**config.mk**
```make
export PLATFORM = sky130hd
export DESIGN_NAME = cacheline_mem_arbiter_flat
export DESIGN_NICKNAME = d
export VERILOG_FILES = /design/src/rtl/cacheline_mem_arbiter_if.sv /design/src/rtl/cacheline_mem_arbiter.sv /design/src/flat_wrapper.sv
export SDC_FILE = /design/constraint.sdc
export NUM_CORES = 1
export LEC_CHECK = 0
export BUFFER_PORTS_ARGS = -buffer_cell sky130_fd_sc_hd__clkbuf_2
export CAP_MARGIN = 10
export CORE_AREA = 2 2 547 549
export CTS_CLUSTER_DIAMETER = 200
export CTS_CLUSTER_SIZE = 30
export DETAILED_ROUTE_END_ITERATION = 12
export DIE_AREA = 0 0 549 551
export PLACE_DENSITY = 0.31
export SLEW_MARGIN = 0
export SYNTH_ARGS = -nofsm -noshare
export SYNTH_HDL_FRONTEND = slang
export SYNTH_SLANG_ARGS = --single-unit
```
**constraint.sdc**
```tcl
create_clock -name clk -period 2.3 [get_ports clk]
set_input_delay 0.115 -clock clk [delete_from_list [all_inputs] [get_ports clk]]
set_output_delay 0.115 -clock clk [all_outputs]
set_load 0.1 [all_outputs]
```
**src/rtl/cacheline_mem_arbiter_if.sv**
```systemverilog
// cacheline_mem_arbiter_if: I-cache, D-cache and memory-side signals of the line arbiter.
// slave is the arbiter's view; master is the view of the caches and memory around it.
interface cacheline_mem_arbiter_if #(
   parameter int ADDR_W = 32,
   parameter int LINE_W = 256
);
   logic              i_read;
   logic [ADDR_W-1:0] i_addr;
   logic [LINE_W-1:0] i_rdata;
   logic              i_resp;
   logic              d_read;
   logic              d_write;
   logic [ADDR_W-1:0] d_addr;
   logic [LINE_W-1:0] d_wdata;
   logic [LINE_W-1:0] d_rdata;
   logic              d_resp;
   logic              mem_read;
   logic              mem_write;
   logic [ADDR_W-1:0] mem_addr;
   logic [LINE_W-1:0] mem_wdata;
   logic [LINE_W-1:0] mem_rdata;
   logic              mem_resp;
   modport slave (
      input  i_read, i_addr, d_read, d_write, d_addr, d_wdata, mem_rdata, mem_resp,
      output i_rdata, i_resp, d_rdata, d_resp, mem_read, mem_write, mem_addr, mem_wdata
   );
   modport master (
      output i_read, i_addr, d_read, d_write, d_addr, d_wdata, mem_rdata, mem_resp,
      input  i_rdata, i_resp, d_rdata, d_resp, mem_read, mem_write, mem_addr, mem_wdata
   );
endinterface

```
**src/rtl/cacheline_mem_arbiter.sv**
```systemverilog
// cacheline_mem_arbiter: shares one line-wide memory port between I-cache and D-cache misses.
// Fixed D-over-I priority by default; define ARB_ROUND_ROBIN_EN to alternate on ties.
module cacheline_mem_arbiter #(
   parameter int ADDR_W = 32,
   parameter int LINE_W = 256
) (
   input logic clk,
   input logic reset,
   cacheline_mem_arbiter_if.slave bus
);
   typedef enum logic [1:0] {IDLE, SERVE_I, SERVE_D, DONE} state_t;
   state_t            r_state;
   logic [ADDR_W-1:0] r_addr;
   logic [LINE_W-1:0] r_wdata;
   logic [LINE_W-1:0] r_line;
   logic              r_mem_read;
   logic              r_mem_write;
   logic              r_i_resp;
   logic              r_d_resp;
   logic              w_d_req;
   logic              w_req;
   logic              w_grant_d;
   logic              w_d_wr;
   assign w_d_req = bus.d_read | bus.d_write;
   assign w_req   = w_d_req | bus.i_read;
   assign w_d_wr  = w_grant_d & bus.d_write;
`ifdef ARB_ROUND_ROBIN_EN
   logic r_last_d;
   assign w_grant_d = w_d_req & (~bus.i_read | ~r_last_d);
   always_ff @(posedge clk)
      if (reset) r_last_d <= 1'b0;
      else if (r_state == IDLE && w_req) r_last_d <= w_grant_d;
`else
   assign w_grant_d = w_d_req;
`endif
   // The strobes themselves hold the latched op, so memory is isolated from requester inputs.
   always_ff @(posedge clk)
      if (reset) begin
         r_state     <= IDLE;
         r_addr      <= '0;
         r_wdata     <= '0;
         r_line      <= '0;
         r_mem_read  <= 1'b0;
         r_mem_write <= 1'b0;
         r_i_resp    <= 1'b0;
         r_d_resp    <= 1'b0;
      end else begin
         case (r_state)
            IDLE:
               if (w_req) begin
                  r_state     <= w_grant_d ? SERVE_D : SERVE_I;
                  r_addr      <= w_grant_d ? bus.d_addr : bus.i_addr;
                  r_wdata     <= w_d_wr ? bus.d_wdata : r_wdata;
                  r_mem_read  <= ~w_d_wr;
                  r_mem_write <= w_d_wr;
               end
            SERVE_I, SERVE_D:
               if (bus.mem_resp) begin
                  r_state     <= DONE;
                  r_line      <= r_mem_write ? r_line : bus.mem_rdata;
                  r_mem_read  <= 1'b0;
                  r_mem_write <= 1'b0;
                  r_i_resp    <= r_state == SERVE_I;
                  r_d_resp    <= r_state == SERVE_D;
               end
            DONE: begin
               r_state  <= IDLE;
               r_i_resp <= 1'b0;
               r_d_resp <= 1'b0;
            end
            default: r_state <= IDLE;
         endcase
      end
   assign bus.i_rdata   = r_line;
   assign bus.d_rdata   = r_line;
   assign bus.i_resp    = r_i_resp;
   assign bus.d_resp    = r_d_resp;
   assign bus.mem_read  = r_mem_read;
   assign bus.mem_write = r_mem_write;
   assign bus.mem_addr  = r_addr;
   assign bus.mem_wdata = r_wdata;
endmodule

```
**src/flat_wrapper.sv**
```systemverilog
// flat-port wrapper written by rule: the top's interface ports become plain ports
module cacheline_mem_arbiter_flat 
#(
   parameter int ADDR_W = 32,
   parameter int LINE_W = 256
)
  (clk, reset, bus_i_read, bus_i_addr, bus_d_read, bus_d_write, bus_d_addr, bus_d_wdata, bus_mem_rdata, bus_mem_resp, bus_i_rdata, bus_i_resp, bus_d_rdata, bus_d_resp, bus_mem_read, bus_mem_write, bus_mem_addr, bus_mem_wdata);
  cacheline_mem_arbiter_if #(.ADDR_W(ADDR_W), .LINE_W(LINE_W)) bus_i ();
  input logic clk;
  input logic reset;
  input wire logic [$bits(bus_i.i_read)-1:0] bus_i_read;
  input wire logic [$bits(bus_i.i_addr)-1:0] bus_i_addr;
  input wire logic [$bits(bus_i.d_read)-1:0] bus_d_read;
  input wire logic [$bits(bus_i.d_write)-1:0] bus_d_write;
  input wire logic [$bits(bus_i.d_addr)-1:0] bus_d_addr;
  input wire logic [$bits(bus_i.d_wdata)-1:0] bus_d_wdata;
  input wire logic [$bits(bus_i.mem_rdata)-1:0] bus_mem_rdata;
  input wire logic [$bits(bus_i.mem_resp)-1:0] bus_mem_resp;
  output wire logic [$bits(bus_i.i_rdata)-1:0] bus_i_rdata;
  output wire logic [$bits(bus_i.i_resp)-1:0] bus_i_resp;
  output wire logic [$bits(bus_i.d_rdata)-1:0] bus_d_rdata;
  output wire logic [$bits(bus_i.d_resp)-1:0] bus_d_resp;
  output wire logic [$bits(bus_i.mem_read)-1:0] bus_mem_read;
  output wire logic [$bits(bus_i.mem_write)-1:0] bus_mem_write;
  output wire logic [$bits(bus_i.mem_addr)-1:0] bus_mem_addr;
  output wire logic [$bits(bus_i.mem_wdata)-1:0] bus_mem_wdata;
  assign bus_i.i_read = bus_i_read;
  assign bus_i.i_addr = bus_i_addr;
  assign bus_i.d_read = bus_d_read;
  assign bus_i.d_write = bus_d_write;
  assign bus_i.d_addr = bus_d_addr;
  assign bus_i.d_wdata = bus_d_wdata;
  assign bus_i.mem_rdata = bus_mem_rdata;
  assign bus_i.mem_resp = bus_mem_resp;
  assign bus_i_rdata = bus_i.i_rdata;
  assign bus_i_resp = bus_i.i_resp;
  assign bus_d_rdata = bus_i.d_rdata;
  assign bus_d_resp = bus_i.d_resp;
  assign bus_mem_read = bus_i.mem_read;
  assign bus_mem_write = bus_i.mem_write;
  assign bus_mem_addr = bus_i.mem_addr;
  assign bus_mem_wdata = bus_i.mem_wdata;
  cacheline_mem_arbiter #(.ADDR_W(ADDR_W), .LINE_W(LINE_W)) u_core (.clk(clk), .reset(reset), .bus(bus_i));
endmodule
```
-- After elaboration in Yosys (flattened, before gate mapping)
Index checks and enable logic that the tools add are counted.
- register bits: 550
- logic and storage cells: 42
- output and inout bits: 804
- reduce and logical (&&, ||, !) cells: 10
- bitwise gates (word level): 5
- eq/ne operators: 5
- multiplexer cells: 14
- operator list (cell ; count):
    two-way mux 32 bit ; 1
    AND reduction 3 bit ; 3
    one-hot mux 1 bit (2 select lines) ; 4
    two-way mux 2 bit ; 3
    one-hot mux 2 bit (3 select lines) ; 1
    AND reduction 2 bit ; 3
    two-way mux 1 bit ; 5
    equality test 2 bit (second input constant) ; 2
    nonzero test 2 bit ; 2
    equality test 2 x 1 -> 1 bit (second input constant) ; 1
    logical NOT 2 bit ; 1
    != test 2 x 1 -> 1 bit (second input constant) ; 1
    != test 2 bit (second input constant) ; 1
    inverter 1 bit ; 2
    bitwise OR 1 bit ; 2
    OR reduction 2 bit ; 1
    bitwise AND 1 bit ; 1

-- Logic depth before layout (Yosys ltp)
- depth after elaboration: 5
- mapped depth: 9

-- Least setup slack after synthesis
Ideal clock, no wire load.
- kind: register to register
- start point: register u_core.r_mem_write (netlist: u_core.bus.mem_write)
- end point: register u_core.r_line[181] (netlist: u_core.bus.d_rdata[181])
- required time: 2230 ps
- buffers on the path: 2
- slack: 351 ps
- arrival: 1879 ps
- period minus slack after synthesis: 1949 ps
- library setup time: 70 ps
- cell stages (with the launch flop): 6
- cells stage by stage: dfxtp_1 nand3b_1 buf_2 clkbuf_1 nand2_1 a21oi_1
- cells in the longest elaborated chain, start to end: 2
- ends and longest elaborated chain (element ; line ; RTL):
    start, declared ; cacheline_mem_arbiter.sv:17 ; logic r_mem_write;
    start signal, assigned ; cacheline_mem_arbiter.sv:55 ; r_mem_write <= w_d_wr;
    inverter 1 bit (no source line) ; n/a ;
    AND reduction 3 bit (no source line) ; n/a ;
    end signal, assigned ; cacheline_mem_arbiter.sv:60 ; r_line <= r_mem_write ? r_line : bus.mem_rdata;
    end, declared ; cacheline_mem_arbiter.sv:15 ; logic [LINE_W-1:0] r_line;
No other way between the ends.
A chain may end at the register's enable or synchronous reset.

-- Worst setup path after layout
- start point: register u_core.r_state[0]
- end point: register u_core.r_wdata[105] (netlist: u_core.bus.mem_wdata[105])
- cells in the longest elaborated chain, start to end: 2
- ends and longest elaborated chain (element ; line ; RTL):
    start, declared ; cacheline_mem_arbiter.sv:12 ; state_t r_state;
    start signal, assigned ; cacheline_mem_arbiter.sv:51 ; r_state <= w_grant_d ? SERVE_D : SERVE_I;
    logical NOT 2 bit ; cacheline_mem_arbiter.sv:48 ; case (r_state)
    AND reduction 3 bit (no source line) ; n/a ;
    end signal, assigned ; cacheline_mem_arbiter.sv:53 ; r_wdata <= w_d_wr ? bus.d_wdata : r_wdata;
    end, declared ; cacheline_mem_arbiter.sv:14 ; logic [LINE_W-1:0] r_wdata;
No other way between the ends.

==> flow_metrics.py <==
metrics = {
    "timing": {
        "setup_tns_ns": 0,
        "drv_slew": 0,
        "tightest_slew_ns": 0.840,
        "slew_headroom_pct": 44.2,
        "period_needed_ns": 2.18,
        "clock.fmax_mhz": 459,
        "rsz0062_at_grt": "false",
        "hold_violations": 0,
        "finalSetupViolCount": 0,
        "fin_crit_sh_pct": 94.8,
        "finClkSkew_ns": 0.0775,
    },
    "detailed_routing": {
        "vias": 24900,
        "drtAntennaViolNets": 0,
        "via_per_inst": 2.99,
        "wl_per_cell_um": 19.4,
        "dr.pass1.iters": 7,
        "drt_iter0_markers": 1296,
        "drc": 0,
        "drt-total-wl_mm": 162,
    },
    "floorplanning": {
        "core_area_sq_mm": 0.296,
        "initial_utilization_pct": 7.27,
        "die-width_um": 549,
        "placementRows": 200,
        "ios": 1386,
        "design.die.area_sq_mm": 0.302,
        "die_h_um": 551,
    },
    "finish": {
        "final_layout_size_suffix_gt1_share_pct": 35.7,
        "fin_area_sq_mm": 0.0386,
        "fin_nets": 4967,
        "layout-area-overhead-vs-synth_pct": 79.0,
        "utilization_pct": 13.0,
    },
    "synth": {
        "avgSynthCellArea_sq_um": 7.96,
        "synthCells": 2705,
        "async_flop_share_pct": 0,
        "yosys.area.top_type_share_pct": 51.1,
        "synthMuxAreaShare_pct": 0.0465,
        "synth_compound_area_share_pct": 15.3,
        "yosys.area_share.simple_pct": 19.4,
        "yosysSeqAreaShare_pct": 51.1,
        "synthFlopType": "dfxtp_1",
        "synthXorXnorAreaFrac_pct": 0,
        "yosys.cell_count.top_type": "nand2_1",
        "synth_top_family_by_area": "simple AND/OR/NAND/NOR gates",
        "ys_ff_latch": 550,
        "netlist_area_sq_mm": 0.0215,
        "synthAdderAreaFrac_pct": 0.232,
        "synth_area_leaders": "dfxtp_1 51%, nand2_1 18%, a21oi_1 12%, buf_4 10%, a311oi_2 2.2%",
        "synth_nets": 3291,
        "synth_common_cells": "1057 x nand2_1, 550 x dfxtp_1, 515 x a21oi_1",
        "yosysTopAreaCell": "dfxtp_1",
        "ys_types": 28,
        "synth_edf_count": 0,
        "ys_warn_count": 0,
    },
    "pwr": {
        "ir_drop_uv": 729,
        "p_per_area_mw_per_mm2": 1370,
        "power_w": 0.0528,
        "leakagePower_nw": 16.2,
    },
    "worst_setup_path": {
        "cp_max_fo": 13,
        "worstPathArrival_ns": 2.87,
        "reg2reg_from": "u_core.r_state[0]$_SDFFE_PP0P_",
        "slowest_stage": "dlygate4sd3_1",
        "timing.reg2reg.setup_slack_ns": 0.12,
        "path_class": "register to register",
        "start_kind": "register",
        "cp-end-kind": "register",
        "cpPeakStageDelay_ns": 0.56,
        "critPathLaunch": "u_core.r_state[0]$_SDFFE_PP0P_",
        "worst-path-buf-inv": 5,
        "path_depth": 9,
        "cp-endpoint": "u_core.bus.mem_wdata[105]$_SDFFE_PP0P_",
        "r2r_cells": 9,
        "critPathTopFamily": "buffers and inverters",
        "r2r_end": "u_core.bus.mem_wdata[105]$_SDFFE_PP0P_",
        "crit_chain": "inv_1, ha_1, buf_4, nand2_4, buf_12, buf_4, nand2_1, a21oi_1, dlygate4sd3_1",
        "critPathMostFrequentCell": "buf_4",
        "worstPathRequired_ns": 2.99,
    },
    "placement": {
        "place_hpwl_mm": 136,
        "place_area_sq_mm": 0.0316,
        "gp_congestion": 0.843,
        "io_buffer_count": 1385,
    },
    "outcome": {
        "status": "complete, no violations",
    },
    "clocking": {
        "cts_tree": "built",
        "cts_made_buffers": 25,
        "worstSkewPairLatency_ns": 0.74,
        "clk_pin_slew_ns": 0.13,
        "cts_root_buffer": "clkbuf_16",
        "clock_sinks": 550,
        "htreeDepth": 1,
        "clock_path_buffers": 3,
    },
    "grt": {
        "grt_pass1_wl_mm": 214,
        "grt_max_degree": 80,
        "antenna_found_initial": 97,
        "grt_usage_pct": 10.1,
        "grt-ovfl-total": 0,
        "grt_pass1_vias": 25000,
    },
    "job": {
        "cap_violations": 0,
    },
    "worst_hold_path": {
        "hold_path_class": "primary input to register",
    },
}
==> cell usage in the layout (no fill, tap or decap), types with 2 or more instances in the layout <==
cell              n
a21oi_1         515
a311oi_2         32
buf_12           28
buf_4            76
clkbuf_16        25
clkbuf_2       1384
clkinv_16         3
dfxtp_1         548
dfxtp_2           2
diode_2          27
dlygate4sd3_1   611
ha_1              3
inv_1             5
inv_8             2
nand2_1        1056
nand2b_1          3
nand3_1           2
nor2_1           35
o21ai_0          37
==> layer usage <==
layer	wire, um	global-route usage, %
met1	66600	12.0
met2	77200	17.6
met3	13400	3.34
met4	4630	2.39
met5	358	0
==> per-stage QoR <==
stage | setup WS [ns] | hold slack [ns] | cells
2_1_floorplan | 0.351 | 0.251 | 2705
4_1_cts | 0.0218 | 0.0372 | 8322
3_5_place_dp | 0.176 | 0.345 | 7677
6_report | 0.120 | 0.135 | 8354
3_3_place_gp | 0.188 | 0.338 | 7677
5_1_grt | 0.000836 | 0.0771 | 8342
==> worst min path at each step <==
stage | start | to | slack, ns | cells after the start
after floorplan | bus_d_wdata[0] | u_core.bus.mem_wdata[0]$_SDFFE_PP0P_ | 0.25 | 2
after global placement | bus_d_wdata[149] | u_core.bus.mem_wdata[149]$_SDFFE_PP0P_ | 0.34 | 3
after detailed placement | bus_mem_rdata[16] | u_core.bus.d_rdata[16]$_SDFFE_PP0P_ | 0.35 | 3
after CTS | bus_d_wdata[149] | u_core.bus.mem_wdata[149]$_SDFFE_PP0P_ | 0.04 | 4
after global routing | bus_d_wdata[23] | u_core.bus.mem_wdata[23]$_SDFFE_PP0P_ | 0.08 | 4
final | bus_d_wdata[23] | u_core.bus.mem_wdata[23]$_SDFFE_PP0P_ | 0.14 | 4
==> kinds of logic (layout without fill, tap and decap cells) <==
logic type | count (synthesis) | after routing
adder cells (fa/ha/maj) | 4 | 4
other | 0 | 27
buffers and inverters | 456 | 2139
multiplexers | 1 | 1
AO/OA/AOI/OAI | 589 | 589
AND/OR/NAND/NOR | 1105 | 1105
flip-flops | 550 | 550
==> power by group <==
part,internal (W),total [W],switching [W],leakage (nW)
clock network,0.00209,0.00603,0.00394,0.367
logic,0.00543,0.0335,0.0281,11.3
registers,0.0115,0.0132,0.00173,4.50
==> timing repair <==
action / 4_1_cts / 5_1_grt
gates resized for setup: 0 / 4
setup buffers: 0 / 5
hold buffers: 611 / 0
hold endpoints to repair: 550 / 0
endpoints found under the setup margin: 0 / 40
==> cell type report <==
| class | instances | area (sq um) |
|---|---|---|
| diodes | 27 | 67.6 |
| inverters | 5 | 18.8 |
| well taps | 3939 | 4930 |
| clock inverters | 9 | 143 |
| fillers | 34300 | 258000 |
| flip-flops and latches | 550 | 11000 |
| clock buffers | 25 | 626 |
| multi-input cells | 1699 | 7570 |
| repair buffers | 2100 | 14200 |
==> worst min-delay path: cells and delay by family <==
family / cells / cell delay [ns]
AO/OA/AOI/OAI: 1 / 0.05
AND/OR/NAND/NOR: 1 / 0.04
buffers and inverters: 2 / 0.63
==> flip-flops by register name, summed over array words and instances (netlist names) <==
| name | cells |
|---|---|
| u_core.bus.d_rdata | 256 |
| u_core.bus.mem_wdata | 256 |
| u_core.bus.mem_addr | 32 |
| u_core.r_state | 2 |
| u_core.bus.d_resp | 1 |
| u_core.bus.i_resp | 1 |
| u_core.bus.mem_read | 1 |
| u_core.bus.mem_write | 1 |
Power figures use the tool's default switching activity.
